$ cat config.mk
export PLATFORM = sky130hd
export DESIGN_NAME = mux4_rr_arbiter
export DESIGN_NICKNAME = d
export VERILOG_FILES = /design/src/rtl/mux4_rr_arbiter_pkg.sv /design/src/rtl/mux4_rr_arbiter_rr_pick4.sv /design/src/rtl/mux4_rr_arbiter.sv
export SDC_FILE = /design/constraint.sdc
export NUM_CORES = 1
export LEC_CHECK = 0
export BUFFER_PORTS_ARGS = -buffer_cell sky130_fd_sc_hd__clkbuf_2
export CORE_ASPECT_RATIO = 1.4
export CORE_UTILIZATION = 36
export DETAILED_ROUTE_END_ITERATION = 7
export MAX_ROUTING_LAYER = met4
export PLACE_DENSITY = 0.83
export SLEW_MARGIN = 20
export SYNTH_ARGS = -nofsm -noshare
export SYNTH_HDL_FRONTEND = slang
export SYNTH_HIERARCHICAL = 1
export SYNTH_SLANG_ARGS = --single-unit
$ cat constraint.sdc
create_clock -name clk -period 2.54 [get_ports clk]
set_input_delay 0.508 -clock clk [delete_from_list [all_inputs] [get_ports clk]]
set_output_delay 0.508 -clock clk [all_outputs]
set_load 0.02 [all_outputs]
$ cat src/rtl/mux4_rr_arbiter_pkg.sv
// Shared definitions for the four-way round-robin bus arbiter:
// FSM encoding, requester count and select width.
package mux4_rr_arbiter_pkg;

  localparam int NUM_REQ = 4;
  localparam int SEL_W   = 2;

  typedef enum logic {
    ST_IDLE = 1'b0,
    ST_OWN  = 1'b1
  } arb_state_e;

endpackage

$ cat src/rtl/mux4_rr_arbiter_rr_pick4.sv
// Combinational wrap-around picker: first set request scanning upward
// from ptr, wrapping 3 -> 0.
module rr_pick4
  import mux4_rr_arbiter_pkg::*;
(
  input  logic [NUM_REQ-1:0] req,
  input  logic [SEL_W-1:0]   ptr,
  output logic               any,
  output logic [SEL_W-1:0]   idx
);

  logic [SEL_W-1:0] cand;

  // Scan from the farthest offset down so the nearest-to-ptr request wins.
  always_comb begin
    any  = |req;
    idx  = ptr;
    cand = '0;
    for (int i = NUM_REQ - 1; i >= 0; i--) begin
      cand = ptr + SEL_W'(i);
      if (req[cand]) idx = cand;
    end
  end

endmodule

$ cat src/rtl/mux4_rr_arbiter.sv
// Round-robin arbiter granting one of four requesters a multi-cycle burst on
// a shared DATA_W-bit bus, with a MAX_HOLD timeout that forces release.
module mux4_rr_arbiter
  import mux4_rr_arbiter_pkg::*;
#(
  parameter int DATA_W   = 32,
  parameter int MAX_HOLD = 8
) (
  input  logic               clk,
  input  logic               rst,
  input  logic [NUM_REQ-1:0] req,
  input  logic               last,
  input  logic [DATA_W-1:0]  data0,
  input  logic [DATA_W-1:0]  data1,
  input  logic [DATA_W-1:0]  data2,
  input  logic [DATA_W-1:0]  data3,
  output logic [NUM_REQ-1:0] gnt,
  output logic [SEL_W-1:0]   sel,
  output logic               busy,
  output logic [DATA_W-1:0]  bus_out,
  output logic               timeout,
  output arb_state_e         dbg_state
);

  localparam int HOLD_W = $clog2(MAX_HOLD + 1);

  // Handshake: req[i] is a level held until the burst is done; gnt is a
  // registered one-hot; a beat transfers on every cycle gnt[i] is high, and
  // the burst ends on the beat where last=1 (or when req[sel] drops / timeout).

  arb_state_e         state_q, state_d;
  logic [NUM_REQ-1:0] gnt_q, gnt_d;
  logic [SEL_W-1:0]   sel_q, sel_d;
  logic [SEL_W-1:0]   ptr_q, ptr_d;
  logic [HOLD_W-1:0]  hold_q, hold_d;
  logic               timeout_q, timeout_d;

  logic [SEL_W-1:0]   pick_ptr;
  logic               pick_any;
  logic [SEL_W-1:0]   pick_idx;
  logic               hold_hit;
  logic               release_now;

  // While owning, the next winner is searched from sel+1 so the current owner
  // ranks last; in IDLE the stored pointer is used.
  assign pick_ptr = (state_q == ST_OWN) ? sel_q + SEL_W'(1) : ptr_q;

  rr_pick4 u_pick (
    .req (req),
    .ptr (pick_ptr),
    .any (pick_any),
    .idx (pick_idx)
  );

  assign hold_hit    = (hold_q == HOLD_W'(MAX_HOLD));
  assign release_now = last || !req[sel_q] || hold_hit;

  always_comb begin
    state_d   = state_q;
    gnt_d     = gnt_q;
    sel_d     = sel_q;
    ptr_d     = ptr_q;
    hold_d    = hold_q;
    timeout_d = 1'b0;
    case (state_q)
      ST_IDLE: begin
        if (pick_any) begin
          state_d = ST_OWN;
          gnt_d   = NUM_REQ'(1) << pick_idx;
          sel_d   = pick_idx;
          hold_d  = HOLD_W'(1);
        end
      end
      ST_OWN: begin
        if (release_now) begin
          ptr_d     = sel_q + SEL_W'(1);
          // A burst that ends normally on the same beat is not a timeout.
          timeout_d = hold_hit && !last && req[sel_q];
          if (pick_any) begin
            gnt_d  = NUM_REQ'(1) << pick_idx;
            sel_d  = pick_idx;
            hold_d = HOLD_W'(1);
          end else begin
            state_d = ST_IDLE;
            gnt_d   = '0;
            hold_d  = '0;
          end
        end else if (hold_q != '1) begin
          hold_d = hold_q + HOLD_W'(1);
        end
      end
      default: state_d = ST_IDLE;
    endcase
  end

  always_ff @(posedge clk) begin
    if (rst) begin
      state_q   <= ST_IDLE;
      gnt_q     <= '0;
      sel_q     <= '0;
      ptr_q     <= '0;
      hold_q    <= '0;
      timeout_q <= 1'b0;
    end else begin
      state_q   <= state_d;
      gnt_q     <= gnt_d;
      sel_q     <= sel_d;
      ptr_q     <= ptr_d;
      hold_q    <= hold_d;
      timeout_q <= timeout_d;
    end
  end

  always_comb begin
    bus_out = '0;
    if (busy) begin
      case (sel_q)
        2'd0:    bus_out = data0;
        2'd1:    bus_out = data1;
        2'd2:    bus_out = data2;
        default: bus_out = data3;
      endcase
    end
  end

  assign gnt       = gnt_q;
  assign sel       = sel_q;
  assign busy      = |gnt_q;
  assign timeout   = timeout_q;
  assign dbg_state = state_q;

endmodule
* Word-level counts from Yosys, hierarchy flattened
Index checks and enable logic that the tools add are counted.
** Word-level totals
- Output and inout port bits :: 41
- Register bits after elaboration :: 14
- Input bits :: 135
- Latch bits :: 0
- ROM bits :: 0
- RAM bits :: 0
- Memories :: 0
- Logic and storage cells :: 71
** Cells by class
- Multipliers :: 0
- Divide/modulo/power cells :: 0
- $lt $le $gt $ge :: 5
- Add/subtract/negate cells :: 5
- Eq/ne operators :: 7
- Reduce and logical (&&, ||, !) cells :: 13
- Bitwise operators :: 2
- Multiplexer cells :: 32
- Shift operators :: 1
** Operators with widths (number)
- one-hot mux 32 bit (3 select lines) :: 1
- two-way mux 32 bit :: 1
- two-way mux 4 bit :: 6
- one-hot mux 4 bit (2 select lines) :: 2
- less-than comparator 2 x 3 -> 1 bit (second input constant) :: 5
- two-way mux 2 bit :: 7
- binary-select mux 1 bit (select 2 bit) :: 5
- two-way mux 1 bit :: 8
- OR reduction 4 bit :: 2
- AND reduction 2 bit :: 3
- adder 2 x 1 -> 2 bit (second input constant) :: 2
- adder 2 bit (second input constant) :: 2
- adder 4 x 1 -> 4 bit (second input constant) :: 1
- equality test 4 bit (second input constant) :: 1
- inequality test 4 bit (second input constant) :: 1
- one-hot mux 2 bit (2 select lines) :: 1
- << shifter 1 x 2 -> 4 bit (first input constant) :: 1
- inequality test 3 x 1 -> 1 bit (second input constant) :: 1
- OR reduction 3 bit :: 1
- equality test 2 x 1 -> 1 bit (second input constant) :: 1
- equality test 2 bit (second input constant) :: 1
- logical AND 1 bit :: 2
- zero test 1 bit :: 2
- zero test 2 bit :: 1
- 5 further kinds :: 7

* Longest topological paths before layout
Gate-level depths: netlist of the first run.
- Depth after elaboration :: 13
- Gate-level depth with buffers :: 9

* Hierarchy
The synthesis of the first run kept the hierarchy.
** By module, submodules not included
- mux4_rr_arbiter :: cells each 230, seq. area each 280.3 µm², area an instance 1562.7 µm², instances 1
- rr_pick4 :: cells each 16, seq. area each 0.0 µm², area an instance 100.1 µm², instances 1

* Worst setup path before layout of the first run
OpenSTA, ideal clock, no wires.
- Path kind :: reg2reg
- Start :: reg sel_q[0] (netlist: sel[0])
- End :: reg gnt_q[0] (netlist: gnt[0])
- Buffers on the path :: 0
- Clock period less this slack :: 2.391 ns
- Setup slack :: 0.149 ns
- Setup time :: 0.117 ns
- Cell stages (with the launch flop) :: 9
- Arrival :: 2.274 ns
- Cell sequence :: dfxtp_1 > inv_1 > ha_1 > mux2_2 > and3b_1 > or4_1 > nand2_1 > inv_1 > a32o_1
** Between the ends
- Longest elaborated chain between the ends :: 13
** RTL lines
- start, declared :: line mux4_rr_arbiter.sv:33 : logic [SEL_W-1:0] sel_q, sel_d;
- start signal, assigned :: line mux4_rr_arbiter.sv:107 : sel_q <= sel_d;
- adder 2 x 1 -> 2 bit * :: line mux4_rr_arbiter.sv:46 : assign pick_ptr = (state_q == ST_OWN) ? sel_q + SEL_W'(1) : ptr_q;
- two-way mux 2 bit * :: line mux4_rr_arbiter.sv:46
- via pick_ptr[1] :: line mux4_rr_arbiter.sv:38 : logic [SEL_W-1:0] pick_ptr;
- adder 2 bit :: line mux4_rr_arbiter_rr_pick4.sv:20 : cand = ptr + SEL_W'(i);
- binary-select mux 1 bit (select 2 bit) :: line mux4_rr_arbiter_rr_pick4.sv:21 : if (req[cand]) idx = cand;
- two-way mux 1 bit (implied by the code) :: line mux4_rr_arbiter_rr_pick4.sv:21
- two-way mux 2 bit (3 in a row) :: line mux4_rr_arbiter_rr_pick4.sv:21
- two-way mux 2 bit * :: line mux4_rr_arbiter_rr_pick4.sv:21
- via pick_idx[1] :: line mux4_rr_arbiter.sv:40 : logic [SEL_W-1:0] pick_idx;
- << shifter 1 x 2 -> 4 bit * :: line mux4_rr_arbiter.sv:69, mux4_rr_arbiter.sv:80
- two-way mux 4 bit :: line mux4_rr_arbiter.sv:79 : if (pick_any) begin
- two-way mux 4 bit :: line mux4_rr_arbiter.sv:75 : if (release_now) begin
- one-hot mux 4 bit (2 select lines) * :: line mux4_rr_arbiter.sv:65 : case (state_q)
- end signal, assigned :: line mux4_rr_arbiter.sv:106 : gnt_q <= gnt_d;
- end, declared :: line mux4_rr_arbiter.sv:32 : logic [NUM_REQ-1:0] gnt_q, gnt_d;
The timed path passes the listed nets; every way through them passes the cells marked *. The select of a mux whose other input is x is not followed.
A chain may end at the register's enable or synchronous reset.

* Worst setup path in the final report of the first run
- Start :: reg sel_q[0] (netlist: sel[0])
- End :: out bus_out[1]
** Between the ends
- Longest elaborated chain between the ends :: 3
** RTL lines
- equality test 2 bit (tied with other cells) :: line mux4_rr_arbiter.sv:117 : case (sel_q)
- one-hot mux 32 bit (3 select lines) * :: line mux4_rr_arbiter.sv:117
- two-way mux 32 bit * :: line mux4_rr_arbiter.sv:116 : if (busy) begin
- end, declared :: line mux4_rr_arbiter.sv:20 : output logic [DATA_W-1:0] bus_out,
Mark *: on every way between the ends. The rest lies on a longest branch, timed or not.

==> reports/results.ini, run 1 <==
[run_status]
outcome = finished with violations
violations = DRC

[global_route]
grt_overflow = 0
grt_pass1_wl_mm = 10.1
grt_max_degree = 55
track_usage_pct = 27.3
grt_pass1_vias = 2234
antenna_found_initial = 0

[sta]
worst_pin_slew_ps = 401
tns_ps = 0
clock_skew_ps = 1.60
slew_headroom_pct = 73.2
timing.final.crit_share_pct = 96.0
final_hold_viol_count = 0
setup_violations = 0
max_freq_mhz = 410
min_period_ps = 2440
drv_slew = 0
rsz0062_at_grt = false

[place]
port_buffers = 175
place_hpwl_mm = 5.63
dp_cells = 468
gp_congestion = 0.988

[synthesis]
synth_fa_ha_area_share_pct = 4.51
avgSynthCellArea_um2 = 6.76
syn_area_um2 = 1660
async_flop_share_pct = 0
yosys_register_bits = 14
synth_compound_area_share_pct = 42.2
syn-num-nets = 387
yosysTopAreaCellShare_pct = 19.3
muxShareOfSynthArea_pct = 3.31
ys_seq_area_share_pct = 16.9
synth_edf_count = 0
yosys.cell_types.count = 34
synth-xor-area-share_pct = 0
synth_top_family_by_area = compound AO/OA/AOI/OAI gates
syn_inst = 246
ys_top_cells_by_area = a222oi_1 (19%), dfxtp_1 (17%), nor2_1 (16%)
yosys_warnings = 6
ys.flop_type = dfxtp_1
yosysTopAreaCell = a222oi_1
synth-simple-area-share_pct = 26.3

[clock_tree]
postCtsSetupBuffers = 0
clk_latency_ps = 240
htreeDepth = 1
cts_root_buf = clkbuf_8
clk_pin_slew_ps = 60
cts_buffer_depth = 2
holdBufCountCts = 0
numCtsBuffers = 3
clkSinkCount = 14
cts_tree = done

[route]
wl_mm = 7.20
wire_per_inst_um = 15.3
viasPerCell = 5.63
route.detailed.drc = 2
route.vias.total = 2656
dr.pass1.iters = 8
drtIter0Drc = 365
final_antenna_net_count = 0

[power]
swShare_pct = 47.9
comb_power_share_pct = 67.7
clkPwrFrac_pct = 14.9
seqPwrFrac_pct = 17.4
switchingPower_uw = 706
p_int_uw = 768
vdd_ir_drop_max_uv = 413
p_per_area_nw_per_um2 = 548
p_leak_nw = 1.46

[flow_run]
max-cap-violations = 0

[final_layout]
mostFrequentLayoutCell = clkbuf_2
diodes = 0
num-nets-final = 554
final.fill_count = 425
seq_area_um2 = 282
drive_above_1_share_pct = 48.5
fin_cells = 472
final_cell_mix = clkbuf_2 (174), nor2_1 (73), a21oi_1 (38)
multi_input_area_um2 = 1280
area_growth_pct = 61.9

[floorplan]
die_height_um = 82.4
fp-row-count = 28
dieArea_um2 = 4900
die_w_um = 59.4
core_area_um2 = 4340
io_pins = 176
start_util_pct = 38.3

[critical_path]
cpPeakStageDelay_ps = 400
cp-end-kind = output port
cpLargestDelayFamily = compound AO/OA/AOI/OAI gates
crit_fanout = 32
slowest_stage = a222oi_1
worstPathRequired_ps = 2030
critical_path.cell_chain = buf_4 > ha_2 > buf_12 > a222oi_1 > nor2_1 > a21oi_1 > nor2_1 > buf_2
cp_common_cell = nor2_1
arrival_ps = 1930
startpoint_type = flip-flop
worst-path-buf-inv = 3
critPathKind = flip-flop to output port

[worst_hold_path]
hold_class = flip-flop to flip-flop

-- timing repair --
action,4_1_cts,5_1_grt
gates resized for setup,1,7
pin swaps,1,1
endpoints found under the setup margin,1,14
-- per-stage QoR --
stage | utilization (%) | cell area, µm² | hold slack [ps] | worst slack [ps] | power, mW
after detailed placement | 60.1 | 2610 | 496 | 231 | 1.23
after CTS | 61.4 | 2670 | 510 | 36.7 | 1.46
after floorplan | - | 1660 | 456 | 149 | 0.890
after global routing | 62.0 | 2690 | 565 | 2.40 | 1.58
after global placement | 60.1 | 2610 | 490 | 264 | 1.22
final | 62.0 | 2690 | 515 | 101 | 1.47
-- power by group through the flow --
stage	registers [mW]	clock network (mW)	logic (mW)
2_1_floorplan	0.276	0	0.615
3_3_place_gp	0.260	0	0.959
3_5_place_dp	0.261	0	0.974
4_1_cts	0.256	0.226	0.979
5_1_grt	0.260	0.234	1.08
6_report	0.256	0.220	0.998
-- layer usage --
layer / routed length, µm / GRT usage [%] / part of all wire [%] / vias up
met1: 2670 / 29.6 / 37 / 1201
met5: 0 / - / 0 / -
met2: 3660 / 48.5 / 51 / 150
met4: 94 / 6.67 / 1.3 / 0
li1: - / - / - / 1289
met3: 770 / 7.48 / 11 / 16
-- final timing paths --
path / start / to / slack (ps) / cells past startpoint
worst max-delay path: sel[0] / bus_out[1] / 100 / 8
worst min-delay path: ptr_q[0] / ptr_q[0] / 520 / 2
worst max register to register: sel[1] / gnt[0] / 310 / 8
worst min register to register: ptr_q[0] / ptr_q[0] / 520 / 2
-- synth_stat cells (3+ instances only) --
master / n
dfxtp_1: 14
nor2_1: 73
a21oi_1: 38
ha_1: 6
buf_1: 3
clkbuf_1: 17
inv_1: 10
nand2_1: 8
a32o_1: 4
nor3_1: 4
a222oi_1: 32
o21ai_0: 4
a31oi_1: 3
-- cells by family (layout without fill, tap and decap cells) --
family | count (synthesis) | in the layout
flip-flops | 14 | 14
buffers and inverters | 30 | 196
AND/OR/NAND/NOR | 101 | 101
multiplexers | 4 | 4
AO/OA/AOI/OAI | 91 | 91
adder cells (fa/ha/maj) | 6 | 6
-- registers in the layout (all words and copies together) (netlist names) --
signal     flops
timeout        1
hold_q         4
ptr_q          2
sel            2
gnt            4
dbg_state      1
-- worst min-delay path, delay by kind of cell, from the launching register on --
kind	cells	cell delay [ps]
flops	1	310
simple gates	1	100
compound gates	1	60
-- layout make-up --
cell class	instances	area share, %
Multi-Input combinational cell	202	47.6
Tap cell	60	2.79
Sequential cell	14	10.5
Inverter	10	1.39
Clock buffer	4	2.05
Timing Repair Buffer	182	35.7
(Power assumes the default switching activity.)
==> run 2: changes to the inputs <==
RECOVER_POWER = 100   (was unset)
==> run 2 against run 1 <==
Compared with the run above:
- the flow now finishes without violations
- via count stayed put
- clock skew is 0.53 ps lower
- non-clock buffer count did not move
- sequential power barely moved
- sequential share of layout area increased by 0.18 points
- first-iteration DRC count grew 6.6%
- critical endpoint unchanged
==> reports/results.ini, run 2 (synthesis gave the netlist of run 1 again) <==
[run_status]
outcome = finished clean

[critical_path]
timing.rr.end = gnt[1]
worstPathRequired_ps = 2030  ; about the same
arrival_ps = 1930  ; about the same
r2r-start = sel[1]
worstRegToRegCells = 8  ; unchanged
critPathKind = flip-flop to output port
cp-end-kind = output port
rrSetupSlack_ps = 240  ; -70 ps
crit_fanout = 32  ; unchanged
startpoint_type = flip-flop

[clock_tree]
clk_pin_slew_ps = 60  ; about the same
cts_tree = done
clk_latency_ps = 240  ; about the same
htreeDepth = 1  ; unchanged
numCtsBuffers = 3  ; unchanged
cts_root_buf = clkbuf_8
clkSinkCount = 14  ; unchanged
cts_buffer_depth = 2  ; unchanged
postCtsSetupBuffers = 0  ; unchanged
holdBufCountCts = 0  ; unchanged

[place]
port_buffers = 175  ; unchanged
gp_congestion = 0.988  ; unchanged
pre_cts_ws_ps = 231  ; unchanged
place_area_um2 = 2610  ; unchanged
dp_cells = 468  ; unchanged
place_hpwl_mm = 5.63  ; unchanged

[global_route]
grt_overflow = 0  ; unchanged
grt_pass1_vias = 2234  ; unchanged
grt_max_degree = 55  ; unchanged
track_usage_pct = 27.3  ; unchanged
antenna_found_initial = 0  ; unchanged
grt_pass1_wl_mm = 10.1  ; unchanged

[route]
wl_mm = 7.18  ; -0.22%
route.detailed.drc = 0  ; -2
wire_per_inst_um = 15.2  ; -0.22%
final_antenna_net_count = 0  ; unchanged
viasPerCell = 5.63  ; unchanged
drtIter0Drc = 389  ; +6.6%
dr.pass1.iters = 6  ; -2
route.vias.total = 2656  ; unchanged

[floorplan]
dieArea_um2 = 4900  ; unchanged
core_area_um2 = 4340  ; unchanged
io_pins = 176  ; unchanged
die_w_um = 59.4  ; unchanged
start_util_pct = 38.3  ; unchanged
fp-row-count = 28  ; unchanged
die_height_um = 82.4  ; unchanged

[sta]
clock_skew_ps = 1.07  ; -0.525 ps
final_hold_viol_count = 0  ; unchanged
rsz0062_at_grt = false
timing.final.ws_setup_ps = 99.9  ; -1.59 ps
max_freq_mhz = 410  ; about the same
min_period_ps = 2440  ; +1.59 ps
worst_pin_slew_ps = 456  ; +54.8 ps
timing.final.crit_share_pct = 96.1  ; about the same
slew_headroom_pct = 69.5  ; -3.7 points
setup_violations = 0  ; unchanged
drv_slew = 0  ; unchanged
tns_ps = 0  ; unchanged

[final_layout]
mostFrequentLayoutCell = clkbuf_2
fin_area_um2 = 2650  ; -1.7%
num-nets-final = 554  ; unchanged
drive_above_1_share_pct = 42.0  ; -6.6 points
diodes = 0  ; unchanged
final_cell_mix = clkbuf_2 (149), nor2_1 (73), a21oi_1 (38)
fin_cells = 472  ; unchanged
area_growth_pct = 59.1

[worst_hold_path]
hold_class = flip-flop to flip-flop
hp-start = ptr_q[0]
min_to = ptr_q[0]
holdPathStages = 2  ; unchanged

[flow_run]
max-cap-violations = 0  ; unchanged

[power]
p_per_area_nw_per_um2 = 548  ; about the same
p_leak_nw = 1.37  ; -5.7%
vdd_ir_drop_max_uv = 417  ; +1.0%
report.power.total_mw = 1.45  ; -1.7%

==> run 2: cell counts in the layout (fill, tap and decap cells not counted) <==
Identical to the previous run, type by type.
==> run 2: where the power goes <==
group / switching (mW) / internal (mW) / total (mW) / leakage (nW)
sequential: 0.0172 / 0.239 / 0.256 / 0.115
combinational: 0.602 / 0.371 / 0.973 / 1.23
clock: 0.0820 / 0.137 / 0.219 / 0.0288
==> run 2: worst max-delay path, cell delays in order, from the launching register on <==
cell	delay (ps)
dfxtp_1	310
buf_4	160
ha_2	200
buf_12	170
a222oi_1	400
nor2_1	80
a21oi_1	140
nor2_1	50
buf_2	170
==> run 2: stage by stage <==
step	utilization, %	hold slack (ps)
floorplan	-	456
global placement	60.1	490
detailed placement	60.1	496
CTS	61.4	510
global route	60.9	565
finish	60.9	511
==> run 2: how the worst max path moves through the flow <==
stage | startpoint | to | slack, ps | cells after the start
final | sel[0] | bus_out[1] | 100 | 8
after global routing | sel[0] | bus_out[1] | 2 | 8
after CTS | sel[0] | bus_out[1] | 40 | 8
after detailed placement | sel[1] | bus_out[1] | 230 | 8
after global placement | sel[1] | bus_out[1] | 260 | 8
after floorplan | sel[0] | gnt[0] | 150 | 8
==> run 2: timing repair <==
| action | CTS | global route |
|---|---|---|
| pin swaps | 1 | 1 |
| resized for setup | 1 | 7 |
| cloned | 0 | 0 |
| setup endpoints to repair | 1 | 14 |
| endpoints found under the hold margin | 0 | 0 |
==> run 2: area by class of cell <==
type / instances / area, µm²
Fill cell: 445 / 1700
Multi-Input combinational cell: 202 / 1270
Timing Repair Buffer: 182 / 930
Sequential cell: 14 / 282
Tap cell: 60 / 75.1
Clock buffer: 4 / 55.1
Inverter: 10 / 37.5
==> run 2: per-layer routing <==
metal / track usage [%] / wire length (µm) / vias to the layer above
li1: - / - / 1285
met1: 29.6 / 2630 / 1208
met2: 48.5 / 3650 / 148
met3: 7.48 / 798 / 15
met4: 6.67 / 103 / 0
met5: - / 0 / -
==> run 3: changes to the inputs <==
CTS_BUF_LIST = sky130_fd_sc_hd__clkbuf_8   (was unset)
GPL_ROUTABILITY_DRIVEN = 0   (was unset)
GPL_TIMING_DRIVEN = 0   (was unset)
==> run 3 against run 2 <==
Compared with the run above:
- combinational power is 4% higher
- global-route usage is 2.9 points higher
- clock-buffer cell count stayed put
- utilization is 1.8 points higher
- via count is 2.4% higher
- setup slack worse by 52 ps
- flip-flop and latch count stayed put
- die area stayed put
- wire length is 6.0% higher
- register-to-register slack hardly changed
- non-clock buffer count is 14 higher
- fmax is 2.1% lower
==> reports/results.ini, run 3 (synthesis gave the netlist of run 1 again) <==
[route]
route.detailed.drc = 0  ; unchanged
wl_mm = 7.61  ; +6.0%
final_antenna_net_count = 0  ; unchanged
dr.pass1.iters = 6  ; unchanged
wire_per_inst_um = 15.7  ; +2.9%
route.vias.total = 2721  ; +2.4%
viasPerCell = 5.60  ; -0.50%
drtIter0Drc = 272  ; -30%

[floorplan]
fp-row-count = 28  ; unchanged
die_height_um = 82.4  ; unchanged
die_w_um = 59.4  ; unchanged
core_area_um2 = 4340  ; unchanged
io_pins = 176  ; unchanged
start_util_pct = 38.3  ; unchanged
dieArea_um2 = 4900  ; unchanged

[sta]
tns_ps = 0  ; unchanged
worst_pin_slew_ps = 609  ; +153 ps
max_freq_mhz = 401  ; -2.1%
timing.final.crit_share_pct = 98.1  ; +2.1 points
rsz0062_at_grt = true
drv_slew = 0  ; unchanged
setup_violations = 0  ; unchanged
timing.final.ws_setup_ps = 47.4  ; -52.4 ps
clock_skew_ps = 4.56  ; +3.49 ps
min_period_ps = 2490  ; +52.4 ps
hold-worst-slack_ps = 502  ; -9.55 ps
slew_headroom_pct = 59.1  ; -10 points
final_hold_viol_count = 0  ; unchanged

[power]
report.power.total_mw = 1.49  ; +2.8%
vdd_ir_drop_max_uv = 387  ; -7.3%
p_leak_nw = 1.48  ; +7.9%
p_per_area_nw_per_um2 = 547  ; -0.11%

[critical_path]
worstRegToRegCells = 8  ; unchanged
r2r-start = sel[1]
rrSetupSlack_ps = 250  ; about the same
worst-path-buf-inv = 3  ; unchanged
slowest_stage = buf_1
critical_path.cell_chain = ha_1 > clkbuf_1 > buf_1 > a21oi_1 > nor2_1 > clkbuf_2
startpoint_type = flip-flop
worstPathRequired_ps = 2030  ; about the same
critPathKind = flip-flop to output port
arrival_ps = 1980  ; +50 ps
cp-end-kind = output port
crit_fanout = 10  ; -69%
cpPeakStageDelay_ps = 400  ; about the same
cpLargestDelayFamily = buffers and inverters
timing.rr.end = gnt[0]

[worst_hold_path]
hp-start = ptr_q[1]
hold_class = flip-flop to flip-flop
min_to = ptr_q[1]
holdPathStages = 2  ; unchanged

[clock_tree]
cts_root_buf = clkbuf_8
clk_pin_slew_ps = 60  ; about the same
htreeDepth = 1  ; unchanged
cts_buffer_depth = 2  ; unchanged
clk_latency_ps = 250  ; about the same
numCtsBuffers = 3  ; unchanged
cts_tree = done
holdBufCountCts = 0  ; unchanged
clkSinkCount = 14  ; unchanged

[final_layout]
seq_area_um2 = 288  ; +2.2%
fin_area_um2 = 2720  ; +2.9%
final.fill_count = 445  ; unchanged
num-nets-final = 568  ; +2.5%
final_util_pct = 62.7  ; +1.8 points
fin_cells = 486  ; +3.0%
multi_input_area_um2 = 1280  ; +1.5%
diodes = 0  ; unchanged
area_growth_pct = 63.7
drive_above_1_share_pct = 48.6  ; +6.6 points
final_cell_mix = clkbuf_2 (176), nor2_1 (73), a21oi_1 (37)
mostFrequentLayoutCell = clkbuf_2

[run_status]
outcome = finished clean

[global_route]
grt_pass1_vias = 2471  ; +11%
grt_overflow = 0  ; unchanged
antenna_found_initial = 0  ; unchanged
track_usage_pct = 30.1  ; +2.9 points
grt_pass1_wl_mm = 11.1  ; +10%
grt_max_degree = 11  ; -80%

[place]
port_buffers = 175  ; unchanged
place_area_um2 = 2610  ; about the same
pre_cts_ws_ps = -16.3  ; -247 ps
place_hpwl_mm = 6.34  ; +13%
dp_cells = 481  ; +2.8%

[flow_run]
max-cap-violations = 0  ; unchanged

## run 3: cell types whose count changed in the layout (fill, tap and decap cells not counted), moves of 2 or more
cell	before	now
clkbuf_2	149	176
clkbuf_1	25	7
buf_2	1	6
clkbuf_4	0	3
buf_1	0	2
buf_12	2	0
buf_6	2	0
dfxtp_4	0	2
## run 3: power breakdown
group / internal, mW / leakage, nW / switching [mW]
registers: 0.240 / 0.116 / 0.0192
clock network: 0.138 / 0.0288 / 0.0857
logic: 0.392 / 1.34 / 0.615
## run 3: how the worst max path moves through the flow
stage	start	to	slack, ps	depth (start not counted)
floorplan	sel[0]	gnt[0]	150	8
global placement	sel[0]	bus_out[1]	-0.1	8
detailed placement	sel[0]	bus_out[1]	-20	8
CTS	sel[0]	bus_out[16]	1	6
global route	sel[1]	bus_out[0]	-50	6
finish	sel[1]	bus_out[30]	50	6
## run 3: timing repair
action	in CTS	in global routing
pin swaps	1	2
setup endpoints to repair	33	32
setup buffers	0	1
gates resized for setup	19	13
## run 3: area by class of cell
class                      count  area share [%]
buffer                        20            3.58
clock buffer                   4            2.02
multi-input combinational    202            47.2
tap                           60            2.76
timing repair buffer         176            32.5
inverter                      10            1.38
sequential                    14            10.6
## run 3: worst reg2reg max path: cells and delay by family, from the launching register on
family	cells	cell delay, ps
AOI/OAI and AO/OA	1	230
adders and majority gates	1	300
buffers and inverters	2	170
DFF	1	380
muxes	1	310
and+or+nand+nor	3	800
## run 3: layer usage
| metal | vias to the layer above | share of wire [%] | track usage [%] |
|---|---|---|---|
| met5 | - | 0 | - |
| met4 | 0 | 2.8 | 10.7 |
| met1 | 1248 | 34 | 28.9 |
| met3 | 21 | 11 | 10.1 |
| met2 | 141 | 52 | 55.2 |
| li1 | 1311 | - | - |
